File: config.mk
export PLATFORM = sky130hd
export DESIGN_NAME = seq_shifter_flat
export DESIGN_NICKNAME = d
export VERILOG_FILES = /design/src/rtl/seq_shifter_if.sv /design/src/rtl/seq_shifter.sv /design/src/flat_wrapper.sv
export SDC_FILE = /design/constraint.sdc
export NUM_CORES = 1
export LEC_CHECK = 0
export BUFFER_PORTS_ARGS = -buffer_cell sky130_fd_sc_hd__buf_4
export CAP_MARGIN = 20
export CORE_MARGIN = 4
export CORE_UTILIZATION = 55
export CTS_CLUSTER_DIAMETER = 120
export DETAILED_ROUTE_END_ITERATION = 6
export GPL_ROUTABILITY_DRIVEN = 0
export PLACE_DENSITY = 0.84
export SLEW_MARGIN = 10
export SYNTH_ARGS = -nofsm -noshare
export SYNTH_HDL_FRONTEND = slang
export SYNTH_SLANG_ARGS = --single-unit
File: constraint.sdc
create_clock -name clk -period 2.73 [get_ports clk]
set_input_delay 0.4095 -clock clk [delete_from_list [all_inputs] [get_ports clk]]
set_output_delay 0.4095 -clock clk [all_outputs]
set_load 0.01 [all_outputs]
File: src/rtl/seq_shifter_if.sv
// Request/result handshake bundle for seq_shifter.
// The master side issues requests and consumes results; the slave side is the shifter.
interface seq_shifter_if #(
  parameter int WIDTH = 16
) ();
  localparam int SHW = $clog2(WIDTH);

  logic             in_valid;
  logic             in_ready;
  logic [WIDTH-1:0] in_data;
  logic [2:0]       in_op;
  logic [SHW-1:0]   in_shamt;
  logic             out_valid;
  logic             out_ready;
  logic [WIDTH-1:0] out_data;
  logic             out_carry;
  logic             out_err;

  modport master (
    output in_valid, in_data, in_op, in_shamt, out_ready,
    input  in_ready, out_valid, out_data, out_carry, out_err
  );

  modport slave (
    input  in_valid, in_data, in_op, in_shamt, out_ready,
    output in_ready, out_valid, out_data, out_carry, out_err
  );
endinterface

File: src/rtl/seq_shifter.sv
// Multi-cycle shifter: accepts one request, shifts by at most STEP bit
// positions per cycle, then holds the result until the consumer takes it.
// Optional rotate-right support is built only when SEQ_SHIFTER_ROR_EN is defined.
//
// state | meaning
// IDLE  | ready for a request
// SHIFT | shifting acc, rem positions still to go
// DONE  | result presented, waiting for out_ready
module seq_shifter #(
  parameter int WIDTH = 16,
  parameter int STEP  = 1
) (
  input  logic         clk,
  input  logic         reset,
  seq_shifter_if.slave bus,
  output logic         busy
);
  localparam int SHW = $clog2(WIDTH);
  localparam logic [SHW-1:0] STEP_W = SHW'(STEP);

  localparam logic [2:0] OP_PASS = 3'b000;
  localparam logic [2:0] OP_LSL  = 3'b001;
  localparam logic [2:0] OP_LSR  = 3'b010;
  localparam logic [2:0] OP_ASR  = 3'b011;
  localparam logic [2:0] OP_ROR  = 3'b100;

`ifdef SEQ_SHIFTER_ROR_EN
  localparam logic ROR_EN = 1'b1;
  localparam logic [SHW:0] WIDTH_W = (SHW+1)'(WIDTH);
`else
  localparam logic ROR_EN = 1'b0;
`endif

  typedef enum logic [1:0] {IDLE, SHIFT, DONE} state_t;

  state_t           state, state_nxt;
  logic [WIDTH-1:0] acc;
  logic [SHW-1:0]   rem;
  logic [2:0]       op;
  logic             carry;
  logic             err;

  logic             accept;
  logic             in_supported;
  logic [SHW-1:0]   k;
  logic [WIDTH:0]   lsl_ext;
  logic [WIDTH:0]   rsh_ext;
  logic [WIDTH:0]   asr_ext;
  logic [WIDTH-1:0] shift_data;
  logic             shift_carry;
`ifdef SEQ_SHIFTER_ROR_EN
  logic [SHW:0]     rot_back;
  logic [WIDTH-1:0] ror_data;
`endif

  assign accept       = (state == IDLE) && bus.in_valid;
  assign in_supported = (bus.in_op <= OP_ASR) || (ROR_EN && (bus.in_op == OP_ROR));

  // State register.
  always_ff @(posedge clk or posedge reset) begin
    if (reset) state <= IDLE;
    else       state <= state_nxt;
  end

  // Next state: rem reaching zero this cycle is the same as rem <= STEP.
  always_comb begin
    state_nxt = state;
    case (state)
      IDLE: begin
        if (bus.in_valid) begin
          if ((bus.in_shamt == '0) || (bus.in_op == OP_PASS) || !in_supported)
            state_nxt = DONE;
          else
            state_nxt = SHIFT;
        end
      end
      SHIFT:   if (rem <= STEP_W) state_nxt = DONE;
      DONE:    if (bus.out_ready) state_nxt = IDLE;
      default: state_nxt = IDLE;
    endcase
  end

  // One shift step of k positions; the extra bit in each *_ext catches the bit shifted out.
  always_comb begin
    k           = (rem < STEP_W) ? rem : STEP_W;
    lsl_ext     = {1'b0, acc} << k;
    rsh_ext     = {acc, 1'b0} >> k;
    asr_ext     = $signed({acc, 1'b0}) >>> k;
`ifdef SEQ_SHIFTER_ROR_EN
    rot_back    = WIDTH_W - {1'b0, k};
    ror_data    = (acc >> k) | (acc << rot_back);
`endif
    shift_data  = acc;
    shift_carry = carry;
    case (op)
      OP_LSL: begin
        shift_data  = lsl_ext[WIDTH-1:0];
        shift_carry = lsl_ext[WIDTH];
      end
      OP_LSR: begin
        shift_data  = rsh_ext[WIDTH:1];
        shift_carry = rsh_ext[0];
      end
      OP_ASR: begin
        shift_data  = asr_ext[WIDTH:1];
        shift_carry = asr_ext[0];
      end
`ifdef SEQ_SHIFTER_ROR_EN
      OP_ROR: begin
        shift_data  = ror_data;
        shift_carry = ror_data[WIDTH-1];
      end
`endif
      default: begin
        shift_data  = acc;
        shift_carry = carry;
      end
    endcase
  end

  // Operand capture on accept, one step per SHIFT cycle, hold otherwise.
  always_ff @(posedge clk or posedge reset) begin
    if (reset) begin
      acc   <= '0;
      rem   <= '0;
      op    <= OP_PASS;
      carry <= 1'b0;
      err   <= 1'b0;
    end else if (accept) begin
      acc   <= bus.in_data;
      rem   <= bus.in_shamt;
      op    <= bus.in_op;
      carry <= 1'b0;
      err   <= !in_supported;
    end else if (state == SHIFT) begin
      acc   <= shift_data;
      carry <= shift_carry;
      rem   <= rem - k;
    end
  end

  assign bus.in_ready  = (state == IDLE);
  assign bus.out_valid = (state == DONE);
  assign bus.out_data  = acc;
  assign bus.out_carry = carry;
  assign bus.out_err   = err;
  assign busy          = (state != IDLE);
endmodule
File: src/flat_wrapper.sv
// flat-port wrapper written by rule: the top's interface ports become plain ports
module seq_shifter_flat 
#(
  parameter int WIDTH = 16,
  parameter int STEP  = 1
)
  (clk, reset, busy, bus_in_valid, bus_in_data, bus_in_op, bus_in_shamt, bus_out_ready, bus_in_ready, bus_out_valid, bus_out_data, bus_out_carry, bus_out_err);
  seq_shifter_if #(.WIDTH(WIDTH)) bus_i ();
  input  logic clk;
  input  logic reset;
  output logic busy;
  input wire logic [$bits(bus_i.in_valid)-1:0] bus_in_valid;
  input wire logic [$bits(bus_i.in_data)-1:0] bus_in_data;
  input wire logic [$bits(bus_i.in_op)-1:0] bus_in_op;
  input wire logic [$bits(bus_i.in_shamt)-1:0] bus_in_shamt;
  input wire logic [$bits(bus_i.out_ready)-1:0] bus_out_ready;
  output wire logic [$bits(bus_i.in_ready)-1:0] bus_in_ready;
  output wire logic [$bits(bus_i.out_valid)-1:0] bus_out_valid;
  output wire logic [$bits(bus_i.out_data)-1:0] bus_out_data;
  output wire logic [$bits(bus_i.out_carry)-1:0] bus_out_carry;
  output wire logic [$bits(bus_i.out_err)-1:0] bus_out_err;
  assign bus_i.in_valid = bus_in_valid;
  assign bus_i.in_data = bus_in_data;
  assign bus_i.in_op = bus_in_op;
  assign bus_i.in_shamt = bus_in_shamt;
  assign bus_i.out_ready = bus_out_ready;
  assign bus_in_ready = bus_i.in_ready;
  assign bus_out_valid = bus_i.out_valid;
  assign bus_out_data = bus_i.out_data;
  assign bus_out_carry = bus_i.out_carry;
  assign bus_out_err = bus_i.out_err;
  seq_shifter #(.WIDTH(WIDTH), .STEP(STEP)) u_core (.clk(clk), .reset(reset), .bus(bus_i), .busy(busy));
endmodule
# --- Yosys cells after proc, flatten, opt, wreduce, memory -nomap -nowiden ---
# Index checks and enable logic that the tools add are counted.
word_totals:
  reg_bits: 27
  inputBits: 27
  output_inout_bits: 21
  wordCells: 47
op_classes:
  add_sub_neg: 1
  n_lt_le_gt_ge: 3
  n_eq_ne: 8
  shift: 3
  mux: 14
  reduce_logical: 12
op_table:
  columns: ["op", "count"]
  rows:
  - ["$pmux 16 s3", 1]
  - ["$mux 16", 2]
  - ["$shl 16x4->17", 1]
  - ["$shr 17x4->17", 1]
  - ["$sshr 17x4->17", 1]
  - ["$mux 4", 3]
  - ["$mux 2", 4]
  - ["$eq 3x2->1 const B", 2]
  - ["$pmux 2 s3", 1]
  - ["$le 4x1->1 const B", 1]
  - ["$logic_not 4->1", 1]
  - ["$lt 4x1->1 const B", 1]
  - ["$ne 2x2->1 const B", 2]
  - ["$reduce_bool 2->1", 2]
  - ["$reduce_bool 4->1", 1]
  - ["$sub 4x4->4", 1]
  - ["$eq 3x1->1 const B", 1]
  - ["$le 3x2->1 const B", 1]
  - ["$logic_not 3->1", 1]
  - ["$pmux 1 s3", 1]
  - ["$reduce_and 3->1", 1]
  - ["$eq 2x1->1 const B", 1]
  - ["$eq 2x2->1 const B", 1]
  - ["$logic_not 2->1", 1]
  - ["other kinds (6)", 8]

# --- Longest topological paths before layout ---
depth:
  ltp_word: 6
  depth_mapped: 7
  ltp_nobuf: 7

# --- Worst setup path after synthesis ---
# OpenSTA, ideal clock, no wires.
synth_path:
  path_type: "flip-flop to flip-flop"
  startpoint: "register u_core.state[1]"
  endpoint: "register u_core.acc[1] (netlist: u_core.bus.out_data[1])"
  setup_ns: 0.128
  arrival_ns: 1.467
  t_required_ns: 2.602
  slack_ns: 1.135
  path_stages_with_launch: 8
  path_buffers: 2
  synth_period_minus_slack_ns: 1.595
  cell_sequence: "dfrtp_1 -> or2_4 -> inv_2 -> nand2_2 -> buf_2 -> buf_2 -> o22ai_1 -> a2bb2oi_2"
synth_via:
  elab_chain_len: 4
  word_cells_on_any_way: 7
  cone_classes: "eq/ne (1); mux (1); reduce/logical (5)"
synth_rtl:
  columns: ["item", "line_no", "text"]
  rows:
  - ["start, declared", "seq_shifter.sv:36", "state_t state, state_nxt;"]
  - ["start signal, assigned", "seq_shifter.sv:62", "else state <= state_nxt;"]
  - ["$logic_not 2->1 *", null, null]
  - ["via bus_in_ready", "flat_wrapper.sv:17", "output wire logic [$bits(bus_i.in_ready)-1:0] bus_in_ready;"]
  - ["$logic_and 1x1->1 *", "seq_shifter.sv:56", "assign accept = (state == IDLE) && bus.in_valid;"]
  - ["$reduce_bool 4->1 (no line) / $reduce_bool 2->1 (equally long branches)", null, null]
  - ["$reduce_and 2->1 (no line)", null, null]
  - ["end signal, assigned", "seq_shifter.sv:130", "acc <= bus.in_data;"]
  - ["end signal, assigned", "seq_shifter.sv:136", "acc <= shift_data;"]
  - ["end, declared", "seq_shifter.sv:37", "logic [WIDTH-1:0] acc;"]
# Mark *: on every way through the listed nets, which the timed path passes. The rest lies on a longest branch.
# A chain may end at the register's enable or synchronous reset.

# --- Final worst setup path ---
layout_path:
  startpoint: "register u_core.state[1]"
  endpoint: "register u_core.acc[11] (netlist: u_core.bus.out_data[11])"
layout_via:
  elab_chain_len: 4
  word_cells_on_any_way: 7
  cone_classes: "eq/ne (1); mux (1); reduce/logical (5)"
layout_rtl:
  columns: ["item", "line_no"]
  rows:
  - ["$logic_not 2->1", "seq_shifter.sv:56"]
  - ["$logic_and 1x1->1", "seq_shifter.sv:56"]
  - ["$reduce_bool 4->1 (no line) / $reduce_bool 2->1 (equally long branches)", null]
  - ["$reduce_and 2->1 (no line)", null]
# Parallel ways exist; a longest one is shown, timed or not.

==> results.toml <==
[grt]
antenna_found_initial = 0
grt_remaining_overflow = 0
grt_usage_pct = 20.4
grt_pass1_wl_um = 6380
grt_pass1_vias = 1381
grt_max_degree = 28

[critical_path]
cp.arrival_ns = 2.36
r2r_end = "u_core.bus.out_data[11]"
critPathKind = "reg -> reg"
critPathMaxFanout = 20
cp_slowest_stage_delay_ns = 0.60
rr_worst_depth = 6
critPathCapture = "u_core.bus.out_data[11]"
startpoint_type = "flop"
path_cells = "or2_4 > inv_2 > nand2_2 > a211oi_4 > buf_4 > a2bb2oi_1"
cp-startpoint = "u_core.state[1]"
rrSetupSlack_ns = 0.64
required_ns = 3.00
endpoint_kind = "flop"
cp_slowest_cell = "dfrtp_1"
r2r-start = "u_core.state[1]"

[sta]
clock.fmax_mhz = 479
tns_ns = 0
tightest_slew_ns = 0.788
rsz0062_at_grt = "false"
slew_headroom_pct = 47.4
min_period_ns = 2.09
hold_viol_final = 0
post-route-period-util_pct = 76.5
holdWs_ns = 0.266
finalMaxSlewViolations = 0
fin_skew_ns = 0.00823
finalSetupViolations = 0

[logic_synthesis]
syn_area_um2 = 1640
synthArstFlopShare_pct = 100
ys_ff_latch = 27
syn_area_per_cell_um2 = 10.3
synth_fp_nets = 188
yosysWarningCount = 0
yosysTopAreaCellShare_pct = 41.1
synth_edf_count = 0
ys_types = 39
yosys.area.top_type = "dfrtp_1"
ys.flop_type = "dfrtp_1"
synthCells = 159
ys_seq_area_share_pct = 41.1
synth_top_cells_by_area = "dfrtp_1, mux2_1, a2bb2oi_2"

[flow_run]
drv_cap = 0

[layout]
antennaDiodeCount = 0
area_growth_pct = 24.4
fin_cells = 234
nets = 233
drive_gt1_share_pct = 36.0

[power_and_ir_drop]
vdd_drop_max_uv = 599
p_leak_nw = 0.898
powerDensity_nw_per_um2 = 1190

[worst_hold_path]
hold_path_class = "in -> reg"

[clock_tree]
cts-hold-fix-buffers = 0
cts_made_buffers = 3
cts_resized = 0
cts_root_buf = "clkbuf_4"
insertion_delay_ns = 0.34
clk_pin_slew_worst_paths_ns = 0.15
htree_levels = 1
cts_buffer_depth = 2
cts_setup_buffers = 0
cts_tree = "done"
clock-sinks = 27

[die]
core-area_um2 = 2810
chipWidth_um = 62.7
dieArea_um2 = 3930
ioPinCount = 48
num_rows = 19
dieHeight_um = 62.7
start_util_pct = 58.6

[place]
portBuffers = 47
hpwl_um = 2780
placed_cells = 228

[detailed_routing]
dr_total_vias = 1372
antenna_left = 0
wl_um = 3790
drt_iter0_markers = 88
wl_per_cell_um = 16.2
firstDrtPassIters = 4
drc = 0
viasPerCell = 5.86

[outcome]
status = "completed"
==> synth_stat cells (3+ instances only) <==
master     instances
o22ai_1           15
buf_2              3
nand2b_1           4
o21ai_0            3
inv_1              7
a2bb2oi_1          5
mux2_1            13
clkbuf_1           3
a21oi_1            5
buf_4              3
a2bb2oi_2          9
o2bb2ai_1          3
a31oi_1            3
nand2_1           20
dfrtp_1           27
nor2_1             5
==> flip-flops by register name, summed over array words and instances (netlist names) <==
signal and flops:
u_core.rem 4, u_core.bus.out_carry 1, u_core.state 2, u_core.bus.out_data 16
u_core.bus.out_err 1, u_core.op 3
==> power by group <==
part | internal, mW | total (mW) | switching (mW)
logic | 0.733 | 1.42 | 0.687
clock network | 0.0553 | 0.178 | 0.123
registers | 0.580 | 0.829 | 0.249
total | 1.37 | 2.43 | 1.06
==> placed cells by master, fill, tap and decap left out, types with 3 or more instances in the layout <==
master	synthesis	final
o2bb2ai_1	3	3
a2bb2oi_1	5	5
o22ai_1	15	15
nor2_1	5	5
dfrtp_1	27	27
nand2_1	20	20
a2bb2oi_2	9	9
nand2b_1	4	4
a31oi_1	3	3
o21ai_0	3	3
buf_4	3	49
clkbuf_4	0	3
a21oi_1	5	5
mux2_1	13	13
inv_1	7	7
==> metrics by stage <==
stage	power [mW]	util [%]	instance area (um^2)	worst slack, ns
3_5_place_dp	2.26	70.6	1980	0.688
3_3_place_gp	2.20	70.6	1980	0.747
6_report	2.43	72.9	2040	0.641
5_1_grt	2.64	72.9	2040	0.484
4_1_cts	2.44	71.5	2010	0.645
2_1_floorplan	1.85	-	1640	1.14
==> how the worst min path moves through the flow <==
stage | cells past startpoint | start | endpoint | slack (ns)
final | 3 | bus_in_op[1] | u_core.op[1] | 0.27
after global routing | 3 | bus_in_op[1] | u_core.op[1] | 0.26
after CTS | 3 | bus_in_op[1] | u_core.op[1] | 0.25
after detailed placement | 2 | u_core.bus.out_err | u_core.bus.out_err | 0.49
after global placement | 2 | u_core.bus.out_err | u_core.bus.out_err | 0.47
after floorplan | 1 | reset | u_core.bus.out_carry | 0.46
==> kinds of logic after synthesis <==
| logic type | Yosys count | share of synthesized area, % |
|---|---|---|
| AOI/OAI and AO/OA | 53 | 27.5 |
| adders and majority gates | 2 | 1.52 |
| buffers and inverters | 20 | 6.39 |
| DFF | 27 | 41.1 |
| muxes | 14 | 9.59 |
| and+or+nand+nor | 43 | 13.9 |
==> area by class of cell <==
class                   instances  area, um^2
repair buffers                 51         405
fillers                       222         761
inverters                       9        33.8
clock inverters                 1        5.00
flip-flops and latches         27         676
multi-input cells             112         863
clock buffers                   3        22.5
well taps                      31        38.8
==> routing by layer <==
metal	up-vias	wire length [um]	track usage (%)
met2	38	1840	35.4
met5	-	0	0
met4	0	65	9.09
li1	670	-	-
met3	5	168	3.06
met1	659	1720	24.8
==> worst max-delay path, delay by kind of cell, from the launching register on <==
family,cells,cell delay [ns]
and+or+nand+nor,2,0.59
DFF,1,0.60
AOI/OAI and AO/OA,2,0.47
buffers and inverters,2,0.36
Power figures use the tool's default switching activity.
